[src/rtl/arb_pkg.sv]
// -----------------------------------------------------------------------------
// arb_pkg
// Shared types and constants for the arb_rr_n arbiter slice.
//   arb_state_e    : two-state grant FSM (ARB_IDLE, ARB_OWNED)
//   ARB_MODE_FIXED : mode value selecting fixed priority (lowest index wins)
//   ARB_MODE_RR    : mode value selecting round robin from the pointer
// -----------------------------------------------------------------------------
package arb_pkg;

  typedef enum logic {
    ARB_IDLE  = 1'b0,
    ARB_OWNED = 1'b1
  } arb_state_e;

  localparam logic ARB_MODE_FIXED = 1'b0;
  localparam logic ARB_MODE_RR    = 1'b1;

endpackage : arb_pkg

[src/rtl/arb_rr_n_if.sv]
// -----------------------------------------------------------------------------
// arb_rr_n_if
// Request/grant bundle between N bus masters and the arbiter.
//   req    : request vector, bit i = requester i
//   mode   : 0 = fixed priority, 1 = round robin
//   gnt    : registered one-hot grant (or all zero)
//   gnt_id : encoded index of the granted requester, 0 when idle
//   busy   : high while a grant is held
// Modports:
//   master : requester side (drives req/mode, observes grant)
//   slave  : arbiter side (observes req/mode, drives grant)
// -----------------------------------------------------------------------------
interface arb_rr_n_if #(
  parameter int N = 4
);
  localparam int IDW = (N > 1) ? $clog2(N) : 1;

  logic [N-1:0]   req;
  logic           mode;
  logic [N-1:0]   gnt;
  logic [IDW-1:0] gnt_id;
  logic           busy;

  modport master (
    output req, mode,
    input  gnt, gnt_id, busy
  );

  modport slave (
    input  req, mode,
    output gnt, gnt_id, busy
  );

endinterface : arb_rr_n_if

[src/rtl/arb_pick.sv]
// -----------------------------------------------------------------------------
// arb_pick
// Combinational rotating-priority picker.
//   req    in  N    candidate requests (owner already masked by the caller)
//   ptr    in  IDW  search start index used in round-robin mode
//   mode   in  1    ARB_MODE_FIXED searches from 0, ARB_MODE_RR from ptr
//   onehot out N    one-hot winner, all zero when nothing is requested
//   idx    out IDW  encoded winner index, 0 when nothing is requested
//   valid  out 1    at least one candidate request was present
// -----------------------------------------------------------------------------
module arb_pick
  import arb_pkg::*;
#(
  parameter int N   = 4,
  parameter int IDW = (N > 1) ? $clog2(N) : 1
) (
  input  logic [N-1:0]   req,
  input  logic [IDW-1:0] ptr,
  input  logic           mode,
  output logic [N-1:0]   onehot,
  output logic [IDW-1:0] idx,
  output logic           valid
);

  // Walk the N positions starting at 'start' and wrapping past N-1; the first
  // set request wins. ptr is always kept below N by the caller, so one
  // subtraction is enough to wrap.
  always_comb begin
    int start;
    int cand;
    // NOTE: every output gets a default before the search so no path through
    // this block leaves a value unassigned, which would infer a latch.
    onehot = '0;
    idx    = '0;
    valid  = 1'b0;
    start  = (mode == ARB_MODE_RR) ? int'(ptr) : 0;
    for (int i = 0; i < N; i++) begin
      cand = start + i;
      if (cand >= N) cand = cand - N;
      if (!valid && req[cand]) begin
        valid = 1'b1;
        idx   = IDW'(cand);
      end
    end
    if (valid) onehot = {{(N-1){1'b0}}, 1'b1} << idx;
  end

endmodule : arb_pick

[src/rtl/arb_rr_n.sv]
// -----------------------------------------------------------------------------
// arb_rr_n
// N-requester arbiter with runtime-selectable fixed-priority or round-robin
// policy. A grant is held while its request stays high; when the owner drops,
// the next winner is granted on the same edge with no idle cycle in between.
//
// Ports:
//   clk    in  1   sole clock, rising edge
//   reset  in  1   asynchronous, active-low reset
//   bus    slave   arb_rr_n_if (req, mode in; gnt, gnt_id, busy out)
//
// Parameters:
//   N        number of requesters (>= 2)
//   MAX_HOLD maximum consecutive grant cycles before forced rotation (>= 1)
//
// Build option:
//   ARB_HOLD_LIMIT_EN  when defined, a hold counter forces the owner off after
//                      MAX_HOLD cycles if another requester is waiting. When
//                      undefined, no counter exists and grants are held for as
//                      long as the owner requests.
// -----------------------------------------------------------------------------
module arb_rr_n
  import arb_pkg::*;
#(
  parameter int N        = 4,
  parameter int MAX_HOLD = 8
) (
  input  logic     clk,
  input  logic     reset,
  arb_rr_n_if.slave bus
);

  localparam int IDW = (N > 1) ? $clog2(N) : 1;

  arb_state_e     state_q, state_d;
  logic [N-1:0]   gnt_q, gnt_d;
  logic [IDW-1:0] id_q, id_d;
  logic [IDW-1:0] ptr_q, ptr_d;
  logic           grant_new;

  logic [N-1:0]   pick_req;
  logic [N-1:0]   pick_onehot;
  logic [IDW-1:0] pick_idx;
  logic           pick_valid;

  logic           owner_req;
  logic           others_req;
  logic           force_off;

  assign owner_req  = |(bus.req & gnt_q);
  assign others_req = |(bus.req & ~gnt_q);

  // The current owner never competes in a re-arbitration: either it has
  // dropped its request already, or it is being forced off by the hold limit.
  // In IDLE gnt_q is zero, so the full request vector is visible.
  assign pick_req = bus.req & ~gnt_q;

  arb_pick #(
    .N   (N),
    .IDW (IDW)
  ) u_pick (
    .req    (pick_req),
    .ptr    (ptr_q),
    .mode   (bus.mode),
    .onehot (pick_onehot),
    .idx    (pick_idx),
    .valid  (pick_valid)
  );

`ifdef ARB_HOLD_LIMIT_EN
  localparam int            HW       = $clog2(MAX_HOLD + 1);
  localparam logic [HW-1:0] HOLD_MAX = HW'(MAX_HOLD);

  logic [HW-1:0] hold_q, hold_d;

  // Rotation is only forced when someone else is actually waiting; a sole
  // requester keeps the grant and the counter sits at HOLD_MAX.
  assign force_off = (state_q == ARB_OWNED) && (hold_q == HOLD_MAX) && others_req;

  always_comb begin
    hold_d = hold_q;
    if (grant_new)                 hold_d = HW'(1);
    else if (state_d == ARB_IDLE)  hold_d = '0;
    else if (hold_q != HOLD_MAX)   hold_d = hold_q + HW'(1);
  end

  always_ff @(posedge clk or negedge reset) begin
    if (!reset) hold_q <= '0;
    else        hold_q <= hold_d;
  end
`else
  assign force_off = 1'b0;
`endif

  // ---------------------------------------------------------------------------
  // State register (FSM state plus the grant/pointer datapath it owns)
  // ---------------------------------------------------------------------------
  always_ff @(posedge clk or negedge reset) begin
    if (!reset) begin
      // NOTE: sequential state uses non-blocking assignments so every register
      // samples the pre-edge values, regardless of statement order.
      state_q <= ARB_IDLE;
      gnt_q   <= '0;
      id_q    <= '0;
      ptr_q   <= '0;
    end else begin
      state_q <= state_d;
      gnt_q   <= gnt_d;
      id_q    <= id_d;
      ptr_q   <= ptr_d;
    end
  end

  // ---------------------------------------------------------------------------
  // Next-state logic
  // ---------------------------------------------------------------------------
  always_comb begin
    state_d   = state_q;
    gnt_d     = gnt_q;
    id_d      = id_q;
    ptr_d     = ptr_q;
    grant_new = 1'b0;

    unique case (state_q)
      ARB_IDLE: begin
        // An all-zero request leaves everything, including ptr, untouched.
        if (pick_valid) grant_new = 1'b1;
      end
      ARB_OWNED: begin
        // Owner still requesting and not forced off: hold, no re-arbitration.
        if (!owner_req || force_off) begin
          if (pick_valid) begin
            grant_new = 1'b1;
          end else begin
            state_d = ARB_IDLE;
            gnt_d   = '0;
            id_d    = '0;
          end
        end
      end
      default: begin
        state_d = ARB_IDLE;
        gnt_d   = '0;
        id_d    = '0;
      end
    endcase

    // Every new grant, in either mode, advances ptr past the winner so that
    // round robin stays fair after a mode switch.
    if (grant_new) begin
      state_d = ARB_OWNED;
      gnt_d   = pick_onehot;
      id_d    = pick_idx;
      ptr_d   = (pick_idx == IDW'(N - 1)) ? '0 : pick_idx + IDW'(1);
    end
  end

  // ---------------------------------------------------------------------------
  // Outputs (all straight from registers)
  // ---------------------------------------------------------------------------
  always_comb begin
    bus.gnt    = gnt_q;
    bus.gnt_id = id_q;
    bus.busy   = (state_q == ARB_OWNED);
  end

endmodule : arb_rr_n

[src/flat_wrapper.sv]
// flat-port wrapper written by rule: the top's interface ports become plain ports
module arb_rr_n_flat import arb_pkg::*;
#(
  parameter int N        = 4,
  parameter int MAX_HOLD = 8
)
  (clk, reset, bus_req, bus_mode, bus_gnt, bus_gnt_id, bus_busy);
  arb_rr_n_if #(.N(N)) bus_i ();
  input  logic clk;
  input  logic reset;
  input wire logic [$bits(bus_i.req)-1:0] bus_req;
  input wire logic [$bits(bus_i.mode)-1:0] bus_mode;
  output wire logic [$bits(bus_i.gnt)-1:0] bus_gnt;
  output wire logic [$bits(bus_i.gnt_id)-1:0] bus_gnt_id;
  output wire logic [$bits(bus_i.busy)-1:0] bus_busy;
  assign bus_i.req = bus_req;
  assign bus_i.mode = bus_mode;
  assign bus_gnt = bus_i.gnt;
  assign bus_gnt_id = bus_i.gnt_id;
  assign bus_busy = bus_i.busy;
  arb_rr_n #(.N(N), .MAX_HOLD(MAX_HOLD)) u_core (.clk(clk), .reset(reset), .bus(bus_i));
endmodule
[config.mk]
export PLATFORM = sky130hd
export DESIGN_NAME = arb_rr_n_flat
export DESIGN_NICKNAME = d
export VERILOG_FILES = /design/src/rtl/arb_pkg.sv /design/src/rtl/arb_rr_n_if.sv /design/src/rtl/arb_pick.sv /design/src/rtl/arb_rr_n.sv /design/src/flat_wrapper.sv
export SDC_FILE = /design/constraint.sdc
export NUM_CORES = 1
export LEC_CHECK = 0
export CORE_UTILIZATION = 40
export CTS_CLUSTER_SIZE = 8
export DETAILED_ROUTE_END_ITERATION = 7
export DONT_BUFFER_PORTS = 1
export GPL_TIMING_DRIVEN = 0
export SLEW_MARGIN = 40
export SYNTH_ARGS = -nofsm -noshare
export SYNTH_HDL_FRONTEND = slang
export SYNTH_SLANG_ARGS = --single-unit
export TNS_END_PERCENT = 100
[constraint.sdc]
create_clock -name clk -period 4.98 [get_ports clk]
set_clock_uncertainty 0.1 [all_clocks]
set_input_delay 1.494 -clock clk [delete_from_list [all_inputs] [get_ports clk]]
set_output_delay 1.494 -clock clk [all_outputs]
set_load 0.03 [all_outputs]
## Word level (Yosys, flattened, before mapping)

Index checks and enable logic that the tools add are counted.

| word-level totals | value |
|---|---|
| bits in registers | 9 |
| logic and storage cells | 78 |

| operators by class | value |
|---|---|
| mux-type cells | 41 |
| bitwise operators | 4 |
| order comparisons | 8 |
| reductions and logical operators | 9 |
| add/subtract/negate cells | 8 |
| shift-type cells | 1 |
| eq/ne operators | 3 |

Operators with widths:

| kind | number |
|---|---|
| $lt 32x4->1 const B | 4 |
| $mux 32 | 4 |
| $mux 2 | 10 |
| $mux 4 | 5 |
| $mux 1 | 17 |
| $sub 3x3->4 const B | 3 |
| $ge 3x3->1 const B | 3 |
| $and 4x4->4 | 2 |
| $bmux 1 s2 | 4 |
| $add 2x2->3 const B | 2 |
| $ne 2x1->1 const B | 2 |
| $not 4->4 | 1 |
| $reduce_or 4->1 | 1 |
| $shl 1x2->4 const A | 1 |
| $sub 2x3->4 const B | 1 |
| $add 2x1->3 const B | 1 |
| $ge 2x3->1 const B | 1 |
| $logic_and 1x1->1 | 3 |
| $logic_not 1->1 | 3 |
| $reduce_and 3->1 | 1 |
| $add 2x1->2 const B | 1 |
| $eq 2x2->1 const B | 1 |
| $pmux 1 s2 | 1 |
| $reduce_bool 2->1 | 1 |
| $not 1->1 | 1 |

## Logic depth before layout (Yosys ltp)

Gate-level depths: netlist (run 1).

| logic depth | value |
|---|---|
| depth in word-level cells | 21 |
| mapped depth | 10 |
| gate-level depth less buffers | 9 |

## Hierarchy

Synthesis (run 1) repeated with hierarchy kept, for this count alone.

| second synthesis, totals | value |
|---|---|
| cells, all modules | 60 |
| area, all modules | 629.4 um^2 |

By module, submodules not included:

| module | area each (um^2) | times used | cells each |
|---|---|---|---|
| arb_rr_n | 420.4 | 1 | 30 |
| arb_pick | 209.0 | 1 | 30 |

## Least setup slack after synthesis (run 1)

OpenSTA, ideal clock, no wires.

| timing path | value |
|---|---|
| path type | input-to-reg |
| start point | input bus_req[3] |
| end point | register u_core.gnt_q[0], in the netlist u_core.bus.gnt[0] |
| cell stages on the path | 8 |
| path slack | 1.969 ns |
| arrival time | 2.790 ns |
| path buffers | 1 |
| required time | 4.759 ns |
| path through | nand2b_1 -> buf_4 -> nand2_1 -> o221ai_1 -> o21ai_2 -> mux2_4 -> ha_1 -> a22o_1 |

| on the way | value |
|---|---|
| longest elaborated chain between the ends | 19 |
| elaborated cells between the ends (all ways) | 39 |
| classes of those cells | eq/ne: 2; shift: 1; mux: 25; bitwise: 2; reduce/logical: 9 |

Ends and longest elaborated chain:

| item | line | text |
|---|---|---|
| from (decl) | flat_wrapper.sv:11 | `input wire logic [$bits(bus_i.req)-1:0] bus_req;` |
| $and 4x4->4 | -- |  |
| $bmux 1 s2 | arb_pick.sv:40 | `if (!valid && req[cand]) begin` |
| $mux 1 (implied by the code) (2 in series) | arb_pick.sv:40 |  |
| $mux 1 | arb_pick.sv:40 |  |
| $logic_not 1->1 | arb_pick.sv:40 |  |
| $logic_and 1x1->1 | arb_pick.sv:40 |  |
| $mux 1 | arb_pick.sv:40 |  |
| $logic_not 1->1 | arb_pick.sv:40 |  |
| [... 2 more ...] | -- |  |
| $logic_not 1->1 | arb_pick.sv:40 |  |
| $logic_and 1x1->1 | arb_pick.sv:40 |  |
| $mux 1 | arb_pick.sv:40 |  |
| $mux 1 | arb_rr_n.sv:127, arb_rr_n.sv:132 |  |
| $mux 1 | arb_rr_n.sv:131 | `if (!owner_req \|\| force_off) begin` |
| $pmux 1 s2 | arb_rr_n.sv:124 | `unique case (state_q)` |
| $ne 2x1->1 (no line) or $reduce_bool 2->1 (tied branches) | -- |  |
| $reduce_and 3->1 (no line) | -- |  |
| to (signal assigned) | arb_rr_n.sv:108 | `gnt_q <= gnt_d;` |
| to (decl) | arb_rr_n.sv:36 | `logic [N-1:0] gnt_q, gnt_d;` |

Several ways; a longest one is shown, not always the timed one. The select of a mux whose other input is x is not followed.
A chain may end at the register's enable or synchronous reset.

## Worst setup path after layout (run 1)

| timing path | value |
|---|---|
| start point | input bus_req[1] |
| end point | register u_core.ptr_q[1] |

| on the way | value |
|---|---|
| longest elaborated chain between the ends | 17 |
| elaborated cells between the ends (all ways) | 35 |
| classes of those cells | add/sub: 1; eq/ne: 1; mux: 24; bitwise: 2; reduce/logical: 7 |

Ends and longest elaborated chain:

| item | line | text |
|---|---|---|
| $and 4x4->4 | -- |  |
| $bmux 1 s2 | arb_pick.sv:40 |  |
| $mux 1 (implied by the code) (2 in series) | arb_pick.sv:40 |  |
| $mux 1 | arb_pick.sv:40 |  |
| $logic_not 1->1 | arb_pick.sv:40 |  |
| $logic_and 1x1->1 | arb_pick.sv:40 |  |
| $mux 1 | arb_pick.sv:40 |  |
| $logic_not 1->1 | arb_pick.sv:40 |  |
| $logic_and 1x1->1 | arb_pick.sv:40 |  |
| $mux 1 | arb_pick.sv:40 |  |
| $logic_not 1->1 | arb_pick.sv:40 |  |
| $logic_and 1x1->1 | arb_pick.sv:40 |  |
| $mux 1 | arb_pick.sv:40 |  |
| $mux 1 | arb_rr_n.sv:127, arb_rr_n.sv:132 |  |
| $mux 1 | arb_rr_n.sv:131 |  |
| $pmux 1 s2 | arb_rr_n.sv:124 |  |
| to (signal assigned) | arb_rr_n.sv:110 | `ptr_q <= ptr_d;` |
| to (decl) | arb_rr_n.sv:38 | `logic [IDW-1:0] ptr_q, ptr_d;` |

Several ways; a longest one is shown, not always the timed one. The select of a mux whose other input is x is not followed.

==> metrics.cfg, run 1 <==
[status]
status=complete, no violations

[placed_design]
gp_congestion=0.864
pre_cts_ws_ns=1.87
place_area_um2=752
portBuffers=0
dp_hpwl_mm=1.24

[synthesis]
synth-edff-count=0
ys_ff_latch=9
syn_inst=80
synthDistinctLibCells=37
synth-seq-area-share=0.312
syn_area_per_cell_um2=9.02
ys_async_sr_fraction=1.00
syn_nets=91
synth_area_um2=722
yosys_warnings=0
synth_flop_cell=dfrtp_1

[cts]
hold_buffers=0
clock-sinks=9
cts_tree=built
clock-root-buffer=clkbuf_4
cts_buffer_depth=2
clock_latency_ns=0.26
clk_pin_slew_ns=0.06
ctsResizeCount=0
cts_setup_buffers=0
htreeDepth=1
numCtsBuffers=3

[timing]
min_period_over_period=0.570
fin_crit_ns=2.84
hold_viol_final=0
fin_setup_tns_ns=0
setup_viol=0
fmax_ghz=0.352
worstMarginPinSlew_ns=0.409
slew_headroom=0.726
fin_ws_ns=2.14
rsz0062_at_grt=no
maxSlewViolCount=0

[hold_path]
hold_path_class=reg -> reg
min_path_cells=2

[setup_path]
r2r-end=u_core.ptr_q[1]
r2r-start=u_core.bus.gnt[1]
endpoint=u_core.ptr_q[1]
slowest_stage=mux2_4
startpoint=bus_req[1]
path_class=in -> reg
crit_required_ns=5.03
cp-end-kind=flip-flop
crit_fanout=4
cpPeakStageDelay_ns=0.35
crit_arrival_ns=2.89
path_cells=and2b_1 -> nor2_2 -> a211oi_2 -> o21ai_2 -> mux2_4 -> inv_2 -> ha_1 -> nand2_1 -> o21ai_1
cp-start-kind=input pin
reg2reg_slack_ns=2.68
reg2reg_depth=9

[power]
p_sw_mw=0.261
clkPwrFrac=0.105
switching_share=0.491
p_int_mw=0.271
pwr-share-seq=0.343
p_per_area_mw_per_mm2=684
comb_power_share=0.552
leakagePower_nw=0.335
vdd_drop_max_mv=0.323

[global_routing]
grt_overflow_total=0
grt_pass1_vias=624
antenna_found_initial=0
grt_usage=0.194
grt_pass1_wl_mm=2.82
grt_max_degree=11

[floorplanning]
initial_utilization=0.453
core_area_mm2=0.00159
rows=14
io_pins=14
die_w_um=44.5
die_area_mm2=0.00198
die_y_um=44.5

[run]
maxCapViolCount=0

[drt]
wl_mm=1.56
routedWlPerCell_um=14.4
ant_nets=0
vias_per_cell=5.80
first_pass_iters=4
dr_total_vias=626
drt_iter0_markers=15
drc=0

[final_layout]
utilization=0.488
area_growth_pct=7.80
diodes=0
nets=96
final_layout_size_suffix_gt1_frac=0.190
design_area_um2=778

-- cell families (layout without fill, tap and decap cells) --
family                   count (synthesis)  count (layout)  synth area share
buffers and inverters                    5               9            0.0416
multiplexers                             2               2            0.0347
AO/OA/AOI/OAI                           29              29             0.305
AND/OR/NAND/NOR                         31              31             0.237
adder cells (fa/ha/maj)                  4               4            0.0693
flip-flops                               9               9             0.312
-- cell usage after synthesis, types with 2 or more instances --
cell type | instances | area share
o221ai_1 | 2 | 0.024
a21oi_1 | 4 | 0.028
nand2b_1 | 5 | 0.043
dfrtp_1 | 9 | 0.31
a22o_1 | 5 | 0.061
nor2_1 | 3 | 0.016
a31oi_1 | 2 | 0.017
nor3_1 | 2 | 0.014
nand2_1 | 10 | 0.052
o21ai_1 | 3 | 0.021
inv_1 | 2 | 0.010
ha_1 | 4 | 0.069
nor2b_1 | 2 | 0.017
o21ai_0 | 4 | 0.028
-- per-layer routing --
metal,GRT usage,share of wire
met5,0,0
met4,0.0970,0.020
met3,0.0245,0.034
met2,0.291,0.47
met1,0.273,0.47
-- per-stage QoR --
step	instances	hold WS (ns)	power [mW]
2_1_floorplan	80	0.462	0.422
3_3_place_gp	104	0.514	0.476
3_5_place_dp	104	0.516	0.479
4_1_cts	108	0.527	0.539
5_1_grt	108	0.564	0.584
6_report	108	0.535	0.532
-- worst min-delay path by stage --
stage                                from              end  slack [ns]
after floorplan           u_core.ptr_q[1]  u_core.ptr_q[1]        0.46
after CTS                 u_core.ptr_q[1]  u_core.ptr_q[1]        0.53
after global routing      u_core.ptr_q[1]  u_core.ptr_q[1]        0.56
final                     u_core.ptr_q[1]  u_core.ptr_q[1]        0.53
after global placement    u_core.ptr_q[1]  u_core.ptr_q[1]        0.51
after detailed placement  u_core.ptr_q[1]  u_core.ptr_q[1]        0.52
-- layout make-up --
class | instances | area, um2
inverter | 3 | 11.3
clock buffer | 4 | 26.3
buffer | 2 | 18.8
multi-input combinational | 66 | 467
tap | 24 | 30.0
sequential | 9 | 225
fill | 160 | 816
-- cell usage in the layout (no fill, tap or decap), types with 2 or more instances in the layout --
cell,Yosys,routed
a21oi_1,4,4
a22o_1,5,5
a31oi_1,2,2
clkbuf_4,0,3
dfrtp_1,9,9
ha_1,4,4
inv_1,2,2
nand2_1,10,10
nand2b_1,5,5
nor2_1,3,3
nor2b_1,2,2
nor3_1,2,2
o21ai_0,4,4
o21ai_1,3,3
o221ai_1,2,2
-- critical path, delay by kind of cell --
| kind | cells | cell delay, ns |
|---|---|---|
| buf+inv | 1 | 0.06 |
| simple gates | 3 | 0.42 |
| compound gates | 3 | 0.34 |
| mux | 1 | 0.35 |
| fa+ha+maj | 1 | 0.22 |
-- power by group through the flow --
stage | logic (mW) | registers [mW] | clock network [mW]
CTS | 0.298 | 0.182 | 0.0586
detailed placement | 0.295 | 0.184 | 0
global placement | 0.293 | 0.184 | 0
global route | 0.335 | 0.188 | 0.0616
finish | 0.294 | 0.183 | 0.0560
floorplan | 0.247 | 0.175 | 0
-- sequential cells by signal, indices dropped and copies added, names as in the netlist --
signal             flops
u_core.ptr_q           2
u_core.bus.gnt_id      2
u_core.bus.busy        1
u_core.bus.gnt         4
Power figures use the tool's default switching activity.
==> run 2, diff against run 1 <==
- clock period: 4.98 -> 2.7 ns (I/O delays scaled with it)
==> results of run 2 <==
Same layout as run 1 (identical final DEF). Status: complete, no violations.
Main changes from that run: setup slack after placement 1.87 ns -> 0.275 ns; setup slack after layout 2.14 ns -> 0.400 ns; hold slack 0.535 ns -> 0.141 ns; start point of the critical path bus_req[1] -> u_core.bus.gnt[1]; register-to-register setup slack 2.68 ns -> 0.40 ns; total power 0.532 mW -> 0.982 mW; worst IR drop on VDD 0.323 mV -> 0.597 mV
==> run 3, diff against run 2 <==
- CAP_MARGIN: not set -> 20
- TNS_END_PERCENT: 100 -> 1
==> results of run 3 <==
Same layout as run 1 (identical final DEF). Status: complete, no violations.
Main changes from that run: setup slack after placement 1.87 ns -> 0.275 ns; setup slack after layout 2.14 ns -> 0.400 ns; hold slack 0.535 ns -> 0.141 ns; start point of the critical path bus_req[1] -> u_core.bus.gnt[1]; register-to-register setup slack 2.68 ns -> 0.40 ns; total power 0.532 mW -> 0.982 mW; worst IR drop on VDD 0.323 mV -> 0.597 mV
